File: config.mk
export PLATFORM = sky130hd
export DESIGN_NAME = bcd_updown_counter
export DESIGN_NICKNAME = d
export VERILOG_FILES = /design/src/rtl/bcd_updown_counter_pkg.sv /design/src/rtl/bcd_digit.sv /design/src/rtl/bcd_updown_counter.sv
export SDC_FILE = /design/constraint.sdc
export NUM_CORES = 1
export LEC_CHECK = 0
export ABC_CLOCK_PERIOD_IN_PS = 3000
export BUFFER_PORTS_ARGS = -buffer_cell sky130_fd_sc_hd__buf_4
export CAP_MARGIN = 25
export CORE_ASPECT_RATIO = 1.1
export CORE_MARGIN = 2
export CORE_UTILIZATION = 55
export CTS_CLUSTER_SIZE = 28
export DETAILED_ROUTE_END_ITERATION = 8
export PLACE_DENSITY = 0.79
export SYNTH_ARGS = -nofsm -noshare
export SYNTH_HDL_FRONTEND = slang
export SYNTH_HIERARCHICAL = 1
export SYNTH_SLANG_ARGS = --single-unit
export TNS_END_PERCENT = 50
File: constraint.sdc
create_clock -name CLK -period 3 [get_ports CLK]
set_input_delay 0.45 -clock CLK [delete_from_list [all_inputs] [get_ports CLK]]
set_output_delay 0.45 -clock CLK [all_outputs]
set_load 0.05 [all_outputs]
File: src/rtl/bcd_updown_counter_pkg.sv
// Shared BCD decade constants and the load-value clamp used by every digit.
package bcd_updown_counter_pkg;

    localparam int         BCD_W    = 4;
    localparam logic [3:0] BCD_MAX  = 4'd9;
    localparam logic [3:0] BCD_ZERO = 4'd0;

    function automatic logic [BCD_W-1:0] bcd_clamp(input logic [BCD_W-1:0] v);
        return (v > BCD_MAX) ? BCD_MAX : v;
    endfunction

endpackage

File: src/rtl/bcd_digit.sv
// One BCD decade: load with clamp, up/down step gated by the incoming carry/borrow.
// Registered digit, combinational carry-out so a whole chain resolves in one cycle.
module bcd_digit
    import bcd_updown_counter_pkg::*;
(
    input  logic             CLK,
    input  logic             RESET,
    input  logic             LD,
    input  logic [BCD_W-1:0] LD_VAL,
    input  logic             STEP,
    input  logic             DN,
    input  logic             CI,
    output logic [BCD_W-1:0] Q,
    output logic             CO
);

    assign CO = CI & (DN ? (Q == BCD_ZERO) : (Q == BCD_MAX));

    // Out-of-range states fold back into BCD on the next step.
    always_ff @(posedge CLK) begin
        if (!RESET) begin
            Q <= BCD_ZERO;
        end else if (LD) begin
            Q <= bcd_clamp(LD_VAL);
        end else if (STEP && CI) begin
            if (DN) begin
                Q <= (Q == BCD_ZERO || Q > BCD_MAX) ? BCD_MAX : Q - 4'd1;
            end else begin
                Q <= (Q >= BCD_MAX) ? BCD_ZERO : Q + 4'd1;
            end
        end
    end

endmodule

File: src/rtl/bcd_updown_counter.sv
// N-digit BCD up/down counter with prescaler, parallel load and wrap/saturate terminal mode.
// All outputs registered; CNT/OVF/ZERO update on the edge of the step or load.
module bcd_updown_counter
    import bcd_updown_counter_pkg::*;
#(
    parameter int DIGITS   = 3,
    parameter int PRESCALE = 1,
    parameter int SATURATE = 0
) (
    input  logic                  CLK,
    input  logic                  RESET,
    input  logic                  EN,
    input  logic                  REVERSE,
    input  logic                  LOAD,
    input  logic [4*DIGITS-1:0]   LOAD_VAL,
    output logic [4*DIGITS-1:0]   CNT,
    output logic                  OVF,
    output logic                  ZERO
);

    localparam int                  PS_W    = (PRESCALE > 1) ? $clog2(PRESCALE) : 1;
    localparam logic [PS_W-1:0]     PS_LAST = PS_W'(PRESCALE - 1);
    localparam logic [4*DIGITS-1:0] CNT_ONE = (4*DIGITS)'(1);

    logic [PS_W-1:0] ps;
    logic            step;
    logic            terminal;
    logic            advance;
    logic [DIGITS:0] carry;

    assign step     = EN && (ps == PS_LAST);
    assign carry[0] = step;
    assign terminal = carry[DIGITS];
    // Saturate mode freezes every digit when the step would leave the terminal value.
    assign advance  = !((SATURATE != 0) && terminal);

    for (genvar i = 0; i < DIGITS; i++) begin : g_digit
        bcd_digit u_digit (
            .CLK    (CLK),
            .RESET  (RESET),
            .LD     (LOAD),
            .LD_VAL (LOAD_VAL[BCD_W*i +: BCD_W]),
            .STEP   (advance),
            .DN     (REVERSE),
            .CI     (carry[i]),
            .Q      (CNT[BCD_W*i +: BCD_W]),
            .CO     (carry[i+1])
        );
    end

    always_ff @(posedge CLK) begin
        if (!RESET) begin
            ps   <= '0;
            OVF  <= 1'b0;
            ZERO <= 1'b1;
        end else if (LOAD) begin
            ps   <= '0;
            OVF  <= 1'b0;
            ZERO <= (LOAD_VAL == '0);
        end else begin
            OVF <= step && terminal;
            if (EN) begin
                ps <= step ? '0 : ps + 1'b1;
            end
            // Predict ZERO from the current count so it lands with the new CNT.
            if (step) begin
                if (terminal) begin
                    ZERO <= REVERSE ? (SATURATE != 0) : (SATURATE == 0);
                end else begin
                    ZERO <= REVERSE && (CNT == CNT_ONE);
                end
            end
        end
    end

endmodule

==> impl_metrics.prom, run 1 <==
# TYPE chip_impl_metric gauge
chip_impl_metric{name="dieArea",unit="um2"} 3350
chip_impl_info{name="worstSetupEndpointType",value="register"} 1
chip_impl_metric{name="post-route-period-util",unit="%"} 85.0
chip_impl_info{name="hold_path.startpoint",value="EN"} 1
chip_impl_info{name="timing.rr.end",value="ZERO$_SDFFE_PN1P_"} 1
chip_impl_metric{name="power.density",unit="nW/um2"} 333
chip_impl_metric{name="dieHeight",unit="um"} 60.5
chip_impl_metric{name="area_growth_syn_to_layout",unit="%"} 18.4
chip_impl_metric{name="ff2ff_path_depth",unit=""} 11
chip_impl_metric{name="yosysSeqAreaShare",unit="%"} 18.8
chip_impl_metric{name="finish.net_count",unit=""} 279
chip_impl_metric{name="layout_min_cycle_time",unit="ns"} 2.55
chip_impl_metric{name="tns",unit="ns"} 0
chip_impl_info{name="timing_worst_setup_path_type",value="register to register"} 1
chip_impl_metric{name="finalHoldWorstSlack",unit="ns"} 0.309
chip_impl_metric{name="max-vdd-ir-drop",unit="mV"} 0.287
chip_impl_metric{name="report.final.hold_viol_count",unit=""} 0
chip_impl_metric{name="ys_seq_elements",unit=""} 15
chip_impl_metric{name="grt_use_met3",unit="%"} 1.92
chip_impl_metric{name="wirelength_per_cell",unit="um"} 14.3
chip_impl_metric{name="cts-buffers-inserted",unit=""} 3
chip_impl_info{name="setup_repair_after_global_routing_missed_its_margin",value="no"} 1
chip_impl_metric{name="edff_count_synth",unit=""} 0
chip_impl_metric{name="grt_util_met2",unit="%"} 42.2
chip_impl_metric{name="grt.total_usage",unit="%"} 24.8
chip_impl_metric{name="i_o_pins",unit=""} 31
chip_impl_metric{name="core_area",unit="um2"} 2780
chip_impl_info{name="busiest_layer",value="met2"} 1
chip_impl_metric{name="reg2reg_slack",unit="ns"} 0.45
chip_impl_metric{name="rows",unit=""} 20
chip_impl_info{name="synth_area_leaders",value="dfxtp_1 19%, ha_1 7.0%, inv_1 5.6%"} 1
chip_impl_metric{name="postCtsResizedCells",unit=""} 0
chip_impl_metric{name="post_synth_instance_area",unit="um2"} 1600
chip_impl_info{name="hold_path.class",value="input port to register"} 1
chip_impl_info{name="critPathLaunchType",value="register"} 1
chip_impl_metric{name="drt_drc_violations_left",unit=""} 0
chip_impl_metric{name="max_cap_violations",unit=""} 0
chip_impl_metric{name="clock_pin_slew_worst_setup_and_hold_paths",unit="ns"} 0.11
chip_impl_info{name="hold_end",value="ps$_SDFFE_PP0P_"} 1
chip_impl_info{name="run_status",value="complete, no violations"} 1
chip_impl_metric{name="firstDrtPassIters",unit=""} 5
chip_impl_metric{name="dr_total_vias",unit=""} 1718
chip_impl_metric{name="sequential_cell_area",unit="um2"} 300
chip_impl_metric{name="clock.fmax",unit="MHz"} 392
chip_impl_metric{name="setup_viol",unit=""} 0
chip_impl_metric{name="placedInstanceArea",unit="um2"} 1860
chip_impl_metric{name="p_leak",unit="nW"} 0.803
chip_impl_metric{name="global_route_wire_length_before_repair",unit="um"} 6780
chip_impl_metric{name="via_count_of_the_first_global_routing_pass",unit=""} 1469
chip_impl_metric{name="tightest_slew_margin_relative_to_the_limit",unit="%"} 65.7
chip_impl_metric{name="worst_skew_pair.late_latency",unit="ns"} 0.29
chip_impl_metric{name="die-width",unit="um"} 55.4
chip_impl_metric{name="layout.filler_cells",unit=""} 253
chip_impl_metric{name="ys_types",unit=""} 41
chip_impl_metric{name="mapped_avg_cell_area",unit="um2"} 7.54
chip_impl_metric{name="cts.sink_count",unit=""} 15
chip_impl_info{name="regToRegStartpoint",value="g_digit[0].u_digit/Q[0]$_SDFFE_PN0P_"} 1
chip_impl_metric{name="gpl.final_weighted_congestion",unit=""} 0.967
chip_impl_metric{name="worstHoldPathCells",unit=""} 2
chip_impl_metric{name="largest_clock_skew_in_the_final_design",unit="ns"} 0.00800
chip_impl_metric{name="layout-drive-gt1-share",unit="%"} 18.7
chip_impl_metric{name="final_design_area_no_fill",unit="um2"} 1890
chip_impl_metric{name="worst_pin_slew",unit="ns"} 0.514
chip_impl_metric{name="antenna_violating_nets_remaining",unit=""} 0
chip_impl_metric{name="met1_resource_use_gr",unit="%"} 35.0
chip_impl_metric{name="grt_max_degree",unit=""} 41
chip_impl_metric{name="post-synth-top-area-fraction",unit="%"} 18.8
chip_impl_info{name="cts_root_buffer",value="clkbuf_4"} 1
chip_impl_metric{name="maxSlewViolCount",unit=""} 0
chip_impl_metric{name="dpl.hpwl",unit="um"} 2940
chip_impl_info{name="synth_area_leader_cell",value="dfxtp_1"} 1
chip_impl_metric{name="htree_num_levels",unit=""} 1
chip_impl_metric{name="drt-initial-drc-count",unit=""} 108
chip_impl_metric{name="yosysWarningCount",unit=""} 6
chip_impl_metric{name="multi_input_area",unit="um2"} 1200
chip_impl_metric{name="cts.path.max_buffers",unit=""} 2
chip_impl_metric{name="hold_buffer_count_at_cts",unit=""} 0
chip_impl_metric{name="portBuffers",unit=""} 30
chip_impl_metric{name="initial_cell_density_of_the_core",unit="%"} 57.5
chip_impl_metric{name="synthCells",unit=""} 212
chip_impl_metric{name="drt-total-wl",unit="um"} 4060
chip_impl_metric{name="critical_path_maximum_fanout",unit=""} 10
chip_impl_metric{name="async_flop_share",unit="%"} 0
chip_impl_info{name="cts_tree",value="done"} 1
chip_impl_metric{name="diodes",unit=""} 0
chip_impl_metric{name="worstPathArrival",unit="ns"} 2.79
chip_impl_metric{name="grt_antenna_before_repair",unit=""} 0
chip_impl_metric{name="cp.required",unit="ns"} 3.24
chip_impl_metric{name="cts_setup_buffers",unit=""} 0
chip_impl_info{name="synth_ff_type",value="dfxtp_1"} 1
chip_impl_metric{name="vias_per_cell",unit=""} 6.03
chip_impl_metric{name="grt-ovfl-total",unit=""} 0
[synthesized netlist by cell type (4+ instances only)]
master,instances
inv_1,24
nand4b_1,4
a311o_1,4
nand2_1,24
nand2b_1,7
dfxtp_1,15
nor2_1,11
ha_1,9
o22ai_1,6
nor4_1,5
o21ai_0,15
nand4_1,4
nor3b_1,6
a21oi_1,12
[how the worst max path moves through the flow]
stage / startpoint / end / slack (ns) / cells past startpoint
after floorplan: g_digit[0].u_digit/Q[0]$_SDFFE_PN0P_ / ZERO$_SDFFE_PN1P_ / 0.42 / 11
after global placement: g_digit[0].u_digit/Q[0]$_SDFFE_PN0P_ / ZERO$_SDFFE_PN1P_ / 0.63 / 11
after detailed placement: g_digit[0].u_digit/Q[0]$_SDFFE_PN0P_ / ZERO$_SDFFE_PN1P_ / 0.51 / 11
after CTS: g_digit[0].u_digit/Q[0]$_SDFFE_PN0P_ / ZERO$_SDFFE_PN1P_ / 0.48 / 11
after global routing: g_digit[0].u_digit/Q[0]$_SDFFE_PN0P_ / ZERO$_SDFFE_PN1P_ / 0.27 / 11
final: g_digit[0].u_digit/Q[0]$_SDFFE_PN0P_ / ZERO$_SDFFE_PN1P_ / 0.45 / 11
[state kept, by name, indices dropped and copies added (netlist names)]
register	cells
ZERO	1
ps	1
g_digit.u_digit/Q	12
OVF	1
[metal layers]
layer,wire length [um],vias to the layer above
met5,0,-
met4,13,0
met1,1950,792
li1,-,866
met3,213,2
met2,1890,58
[cell families after synthesis]
family / after synthesis / share of synthesized area [%]
DFF: 15 / 18.8
and+or+nand+nor: 90 / 35.7
other: 1 / 0.235
AOI/OAI and AO/OA: 67 / 29.5
buffers and inverters: 30 / 8.69
adders and majority gates: 9 / 7.05
[worst max-delay path, cell delays in order, from the launching register on]
cell,delay (ns)
dfxtp_1,0.53
inv_1,0.11
ha_1,0.26
nand2_1,0.09
o22ai_1,0.07
and3_1,0.25
and3_1,0.23
and3_1,0.21
nor4_1,0.23
nand4_1,0.13
a311o_1,0.32
nand3_1,0.07
[layout make-up]
cell class,instances,share of cell area [%]
Clock buffer,3,1.19
Tap cell,33,2.18
Clock inverter,1,0.265
Timing Repair Buffer,31,12.3
Multi-Input combinational cell,178,63.4
Sequential cell,15,15.9
Inverter,24,4.76
[through the flow]
stage	worst slack, ns	std cells	power [mW]	utilization [%]
floorplan	0.420	223	0.428	-
global placement	0.626	281	0.505	67.1
detailed placement	0.515	281	0.506	67.1
CTS	0.483	285	0.636	68.1
global route	0.274	285	0.670	68.1
finish	0.450	285	0.629	68.1
[power by group]
part,internal (mW),switching (mW)
sequential,0.212,0.0363
combinational,0.104,0.153
clock,0.0495,0.0739
[cell usage in the layout (no fill, tap or decap), types with 4 or more instances in the layout]
cell type / count
nand2_1: 24
dfxtp_1: 15
nand4_1: 4
a21oi_1: 12
a311o_1: 4
nand2b_1: 7
conb_1: 12
inv_1: 24
nor3b_1: 6
nor4_1: 5
buf_4: 31
nand4b_1: 4
o22ai_1: 6
o21ai_0: 15
nor2_1: 11
ha_1: 9
Note: power is estimated with default switching activity, not from simulation.
==> inputs of run 2 (changes only) <==
==> constraint.sdc (replaced) <==
create_clock -name CLK -period 3 [get_ports CLK]
set_input_delay 0.75 -clock CLK [delete_from_list [all_inputs] [get_ports CLK]]
set_output_delay 0.75 -clock CLK [all_outputs]
set_load 0.05 [all_outputs]
==> run 2 against run 1 <==
Sequential power is essentially flat. Worst setup slack worse by 0.0065 ns. Combinational power is essentially flat. Critical path depth unchanged. Routed wire length is 0.94% lower. Via count up 0.35%. Register-to-register slack hardly changed. Design area unchanged. Largest cell class unchanged.
==> impl_metrics.prom, run 2 (synthesized netlist as in run 1, its figures left out) <==
# TYPE chip_impl_metric gauge
chip_impl_metric{name="worstHoldPathCells",unit=""} 1
chip_impl_metric{name="grt_use_met3",unit="%"} 2.77
chip_impl_info{name="worstSetupEndpointType",value="register"} 1
chip_impl_metric{name="rows",unit=""} 20
chip_impl_metric{name="fin_util",unit="%"} 68.1
chip_impl_metric{name="drt-initial-drc-count",unit=""} 99
chip_impl_metric{name="postCtsResizedCells",unit=""} 0
chip_impl_info{name="cts_tree",value="done"} 1
chip_impl_metric{name="dpl.hpwl",unit="um"} 2840
chip_impl_metric{name="worst_skew_pair.late_latency",unit="ns"} 0.30
chip_impl_metric{name="grt.total_usage",unit="%"} 25.1
chip_impl_metric{name="instances_no_fill",unit=""} 285
chip_impl_metric{name="wirelength_per_cell",unit="um"} 14.1
chip_impl_metric{name="grt_max_degree",unit=""} 41
chip_impl_info{name="critical-path-slowest-cell",value="dfxtp_1"} 1
chip_impl_metric{name="cp.required",unit="ns"} 3.25
chip_impl_metric{name="die-width",unit="um"} 55.4
chip_impl_metric{name="drt_drc_violations_left",unit=""} 0
chip_impl_metric{name="hold_buffer_count_at_cts",unit=""} 0
chip_impl_metric{name="i_o_pins",unit=""} 31
chip_impl_metric{name="dr_total_vias",unit=""} 1724
chip_impl_metric{name="diodes",unit=""} 0
chip_impl_metric{name="power.density",unit="nW/um2"} 336
chip_impl_metric{name="cp_num_buf_inv",unit=""} 1
chip_impl_metric{name="setup_viol",unit=""} 0
chip_impl_metric{name="worst-path-stages",unit=""} 11
chip_impl_info{name="critical_path_most_common_cell",value="and3_1"} 1
chip_impl_metric{name="ff2ff_path_depth",unit=""} 11
chip_impl_metric{name="clock_pin_slew_worst_setup_and_hold_paths",unit="ns"} 0.11
chip_impl_info{name="regMostFlops",value="g_digit.u_digit/Q"} 1
chip_impl_metric{name="firstDrtPassIters",unit=""} 4
chip_impl_metric{name="clock.fmax",unit="MHz"} 391
chip_impl_metric{name="dieArea",unit="um2"} 3350
chip_impl_info{name="critPathLaunchType",value="register"} 1
chip_impl_metric{name="largest_register_ff_count",unit=""} 12
chip_impl_info{name="layout_commonest_cell",value="buf_4"} 1
chip_impl_info{name="setup_repair_after_global_routing_missed_its_margin",value="no"} 1
chip_impl_metric{name="finish.net_count",unit=""} 279
chip_impl_metric{name="place_worst_setup_slack",unit="ns"} 0.395
chip_impl_metric{name="cts.path.max_buffers",unit=""} 2
chip_impl_info{name="timing_worst_setup_path_type",value="register to register"} 1
chip_impl_metric{name="layout-drive-gt1-share",unit="%"} 18.7
chip_impl_metric{name="max-vdd-ir-drop",unit="mV"} 0.263
chip_impl_info{name="critical-path-top-delay-family",value="simple AND/OR/NAND/NOR gates"} 1
chip_impl_metric{name="via_count_of_the_first_global_routing_pass",unit=""} 1439
chip_impl_metric{name="global_route_wire_length_before_repair",unit="um"} 6730
chip_impl_metric{name="met1_resource_use_gr",unit="%"} 35.4
chip_impl_metric{name="grt_util_met2",unit="%"} 39.5
chip_impl_metric{name="vias_per_cell",unit=""} 6.05
chip_impl_metric{name="report.final.hold_viol_count",unit=""} 0
chip_impl_metric{name="portBuffers",unit=""} 30
chip_impl_metric{name="maxSlewViolCount",unit=""} 0
chip_impl_metric{name="cts-buffers-inserted",unit=""} 3
chip_impl_info{name="commonest_non_fill_non_tap_cells_in_the_layout",value="31 x buf_4, 24 x inv_1, 24 x nand2_1"} 1
chip_impl_metric{name="core_area",unit="um2"} 2780
chip_impl_metric{name="max_cap_violations",unit=""} 0
chip_impl_metric{name="worstPathArrival",unit="ns"} 2.81
chip_impl_metric{name="cts.sink_count",unit=""} 15
chip_impl_metric{name="post-route-period-util",unit="%"} 85.2
chip_impl_metric{name="initial_cell_density_of_the_core",unit="%"} 57.5
chip_impl_metric{name="critical_path_maximum_fanout",unit=""} 10
chip_impl_metric{name="htree_num_levels",unit=""} 1
chip_impl_metric{name="layout.filler_cells",unit=""} 251
chip_impl_info{name="cp_cell_sequence",value="inv_1 -> ha_1 -> nand2_1 -> o22ai_1 -> and3_1 -> and3_1 -> and3_1 -> nor4_1 -> nand4_1 -> a311o_1 -> nand3_1"} 1
chip_impl_metric{name="worst_pin_slew",unit="ns"} 0.524
chip_impl_metric{name="tns",unit="ns"} 0
chip_impl_metric{name="p_leak",unit="nW"} 0.803
chip_impl_metric{name="drt-total-wl",unit="um"} 4030
chip_impl_info{name="cts_root_buffer",value="clkbuf_4"} 1
chip_impl_info{name="run_status",value="complete, no violations"} 1
chip_impl_metric{name="tightest_slew_margin_relative_to_the_limit",unit="%"} 65.0
chip_impl_metric{name="setup_ws",unit="ns"} 0.443
chip_impl_metric{name="p_total",unit="mW"} 0.635
chip_impl_metric{name="timing.critical_path.slowest_cell_delay",unit="ns"} 0.53
chip_impl_metric{name="antenna_violating_nets_remaining",unit=""} 0
chip_impl_info{name="hold_path.class",value="register to register"} 1
chip_impl_metric{name="largest_clock_skew_in_the_final_design",unit="ns"} 0.00104
chip_impl_metric{name="placedCellCount",unit=""} 281
chip_impl_metric{name="dieHeight",unit="um"} 60.5
chip_impl_metric{name="cts_setup_buffers",unit=""} 0
chip_impl_metric{name="area_growth_syn_to_layout",unit="%"} 18.4
chip_impl_metric{name="gpl.final_weighted_congestion",unit=""} 0.847
chip_impl_metric{name="grt-ovfl-total",unit=""} 0
chip_impl_metric{name="layout_min_cycle_time",unit="ns"} 2.56
chip_impl_metric{name="grt_antenna_before_repair",unit=""} 0
chip_impl_info{name="busiest_layer",value="met2"} 1
==> run 2: cell counts in the layout (fill, tap and decap cells not counted) <==
Identical to the previous run, type by type.
==> run 2: through the flow <==
| step | cell area [um2] | hold slack (ns) |
|---|---|---|
| after floorplan | 1640 | 0.444 |
| after global placement | 1860 | 0.455 |
| after detailed placement | 1860 | 0.462 |
| after CTS | 1890 | 0.478 |
| after global routing | 1890 | 0.493 |
| final | 1890 | 0.475 |
==> run 2: power breakdown <==
part / internal [mW] / switching (mW)
clock network: 0.0497 / 0.0794
registers: 0.212 / 0.0370
logic: 0.104 / 0.152
total: 0.366 / 0.269
==> run 2: worst register-to-register path, cell delays in order, from the launching register on <==
cell	delay (ns)
dfxtp_1	0.53
inv_1	0.11
ha_1	0.27
nand2_1	0.10
o22ai_1	0.08
and3_1	0.26
and3_1	0.23
and3_1	0.20
nor4_1	0.18
nand4_1	0.13
a311o_1	0.33
nand3_1	0.08
==> run 2: routing by layer <==
layer / routed length [um] / up-vias
li1: - / 876
met5: 0 / -
met1: 1920 / 788
met4: 51 / 0
met3: 222 / 5
met2: 1840 / 55
==> run 2: layout make-up <==
class	instances	area [um2]	area share (%)
clock buffer	3	22.5	1.19
clock inverter	1	5.00	0.265
inverter	24	90.1	4.76
multi-input combinational	178	1200	63.4
sequential	15	300	15.9
tap	33	41.3	2.18
timing repair buffer	31	233	12.3
==> run 2: worst paths after layout <==
check	from	to	slack, ns
max reg2reg	g_digit[0].u_digit/Q[0]$_SDFFE_PN0P_	ZERO$_SDFFE_PN1P_	0.44
min	ps$_SDFFE_PP0P_	ps$_SDFFE_PP0P_	0.47
max	g_digit[0].u_digit/Q[0]$_SDFFE_PN0P_	ZERO$_SDFFE_PN1P_	0.44
min reg2reg	ps$_SDFFE_PP0P_	ps$_SDFFE_PP0P_	0.47
==> inputs of run 3 (changes only) <==
Settings changed: GPL_TIMING_DRIVEN set to 0.
==> run 3 against run 2 <==
Sequential power shrank 2%. Sequential share of layout area shrank 0.33 points. Global-route usage fell by 1.6 points. Sequential cell count did not move. Total power fell by 0.11%. Worst setup slack worse by 0.19 ns. First-iteration DRC count is 1.0% lower. Clock-buffer cell count increased by 1. Via count down 0.87%. Critical path depth did not move. Critical path type unchanged.
==> impl_metrics.prom, run 3 (synthesized netlist as in run 1, its figures left out) <==
# TYPE chip_impl_metric gauge
chip_impl_metric{name="fin_util",unit="%"} 69.5
chip_impl_metric{name="drt-initial-drc-count",unit=""} 98
chip_impl_metric{name="diodes",unit=""} 0
chip_impl_metric{name="max_cap_violations",unit=""} 0
chip_impl_metric{name="report.final.hold_viol_count",unit=""} 0
chip_impl_metric{name="tns",unit="ns"} 0
chip_impl_metric{name="grt_max_degree",unit=""} 30
chip_impl_metric{name="maxSlewViolCount",unit=""} 0
chip_impl_metric{name="antenna_violating_nets_remaining",unit=""} 0
chip_impl_metric{name="cts.path.max_buffers",unit=""} 2
chip_impl_metric{name="grt_antenna_before_repair",unit=""} 0
chip_impl_metric{name="vias_per_cell",unit=""} 5.89
chip_impl_metric{name="worst_skew_pair.late_latency",unit="ns"} 0.29
chip_impl_metric{name="worstHoldPathCells",unit=""} 1
chip_impl_metric{name="drt_drc_violations_left",unit=""} 0
chip_impl_metric{name="largest_register_ff_count",unit=""} 12
chip_impl_metric{name="reg2reg_slack",unit="ns"} 0.26
chip_impl_metric{name="grt.total_usage",unit="%"} 23.5
chip_impl_metric{name="tightest_slew_margin_relative_to_the_limit",unit="%"} 62.2
chip_impl_metric{name="rows",unit=""} 20
chip_impl_metric{name="finish.net_count",unit=""} 284
chip_impl_metric{name="critical_path_maximum_fanout",unit=""} 10
chip_impl_metric{name="initial_cell_density_of_the_core",unit="%"} 57.5
chip_impl_metric{name="finalHoldWorstSlack",unit="ns"} 0.472
chip_impl_metric{name="ff2ff_path_depth",unit=""} 11
chip_impl_metric{name="cts-buffers-inserted",unit=""} 3
chip_impl_metric{name="power.density",unit="nW/um2"} 328
chip_impl_info{name="layout_commonest_cell",value="buf_4"} 1
chip_impl_metric{name="placedInstanceArea",unit="um2"} 1910
chip_impl_metric{name="post-route-period-util",unit="%"} 91.5
chip_impl_info{name="run_status",value="complete, no violations"} 1
chip_impl_metric{name="dpl.hpwl",unit="um"} 2930
chip_impl_info{name="cts_root_buffer",value="clkbuf_4"} 1
chip_impl_metric{name="htree_num_levels",unit=""} 1
chip_impl_metric{name="layout_min_cycle_time",unit="ns"} 2.74
chip_impl_metric{name="firstDrtPassIters",unit=""} 4
chip_impl_info{name="worstSetupEndpointType",value="register"} 1
chip_impl_metric{name="cp.required",unit="ns"} 3.24
chip_impl_metric{name="max-vdd-ir-drop",unit="mV"} 0.239
chip_impl_metric{name="final_design_area_no_fill",unit="um2"} 1930
chip_impl_metric{name="hold_buffer_count_at_cts",unit=""} 0
chip_impl_metric{name="grt-ovfl-total",unit=""} 0
chip_impl_metric{name="worstPathArrival",unit="ns"} 2.98
chip_impl_metric{name="i_o_pins",unit=""} 31
chip_impl_metric{name="gpl.final_weighted_congestion",unit=""} 0.846
chip_impl_info{name="regMostFlops",value="g_digit.u_digit/Q"} 1
chip_impl_metric{name="cts_setup_buffers",unit=""} 0
chip_impl_metric{name="p_leak",unit="nW"} 0.825
chip_impl_metric{name="global_route_wire_length_before_repair",unit="um"} 6390
chip_impl_metric{name="cts.sink_count",unit=""} 15
chip_impl_metric{name="dr_total_vias",unit=""} 1709
chip_impl_metric{name="clock.fmax",unit="MHz"} 364
chip_impl_metric{name="setup_viol",unit=""} 0
chip_impl_info{name="cts_tree",value="done"} 1
chip_impl_metric{name="core_area",unit="um2"} 2780
chip_impl_metric{name="postCtsResizedCells",unit=""} 0
chip_impl_info{name="hold_path.class",value="register to register"} 1
chip_impl_metric{name="die-width",unit="um"} 55.4
chip_impl_metric{name="clock_pin_slew_worst_setup_and_hold_paths",unit="ns"} 0.09
chip_impl_info{name="critPathLaunchType",value="register"} 1
chip_impl_info{name="setup_repair_after_global_routing_missed_its_margin",value="no"} 1
chip_impl_metric{name="dieHeight",unit="um"} 60.5
chip_impl_metric{name="area_growth_syn_to_layout",unit="%"} 20.9
chip_impl_metric{name="layout-drive-gt1-share",unit="%"} 19.8
chip_impl_metric{name="largest_clock_skew_in_the_final_design",unit="ns"} 0.00543
chip_impl_metric{name="worst_pin_slew",unit="ns"} 0.566
chip_impl_metric{name="dieArea",unit="um2"} 3350
chip_impl_metric{name="portBuffers",unit=""} 30
chip_impl_info{name="commonest_non_fill_non_tap_cells_in_the_layout",value="30 x buf_4, 24 x inv_1, 24 x nand2_1"} 1
chip_impl_metric{name="wirelength_per_cell",unit="um"} 13.8
chip_impl_metric{name="drt-total-wl",unit="um"} 4000
chip_impl_info{name="timing_worst_setup_path_type",value="register to register"} 1
chip_impl_metric{name="via_count_of_the_first_global_routing_pass",unit=""} 1432
-- run 3: per-stage QoR --
step	power [mW]	std cells	setup WS, ns
2_1_floorplan	0.428	223	0.420
3_3_place_gp	0.512	286	0.231
3_5_place_dp	0.514	286	0.222
4_1_cts	0.637	290	0.267
5_1_grt	0.672	290	0.0751
6_report	0.634	290	0.255
-- run 3: final cells by class --
cell class                      count  area (um2)
Buffer                              6        48.8
Inverter                           24        90.1
Sequential cell                    15         300
Clock buffer                        4        26.3
Fill cell                         263         846
Timing Repair Buffer               30         225
Multi-Input combinational cell    178        1200
Tap cell                           33        41.3
-- run 3: worst paths after layout --
path | startpoint | endpoint
setup / recovery | g_digit[0].u_digit/Q[0]$_SDFFE_PN0P_ | ZERO$_SDFFE_PN1P_
hold / removal | ps$_SDFFE_PP0P_ | ps$_SDFFE_PP0P_
hold reg to reg | ps$_SDFFE_PP0P_ | ps$_SDFFE_PP0P_
setup reg to reg | g_digit[0].u_digit/Q[0]$_SDFFE_PN0P_ | ZERO$_SDFFE_PN1P_
-- run 3: power by group --
| group | total [mW] | switching [mW] | internal, mW |
|---|---|---|---|
| combinational | 0.268 | 0.158 | 0.110 |
| sequential | 0.244 | 0.0312 | 0.212 |
| clock | 0.123 | 0.0709 | 0.0517 |
| total | 0.634 | 0.260 | 0.374 |
-- run 3: worst max-delay path, stage by stage (launching register included) --
cell and delay (ns):
dfxtp_1 0.55, inv_1 0.14, ha_1 0.28, nand2_1 0.10, o22ai_1 0.08, and3_1 0.26
and3_1 0.25, and3_1 0.23, nor4_1 0.25, nand4_1 0.15, a311o_1 0.33, nand3_1 0.08
-- run 3: per-layer routing --
| metal | vias to the layer above | global-route usage [%] | share of wire, % |
|---|---|---|---|
| met1 | 779 | 32.9 | 47 |
| met4 | 0 | 5.23 | 0.58 |
| met2 | 48 | 38.9 | 46 |
| met3 | 2 | 3.20 | 5.7 |
| li1 | 880 | - | - |
| met5 | - | 0 | 0 |
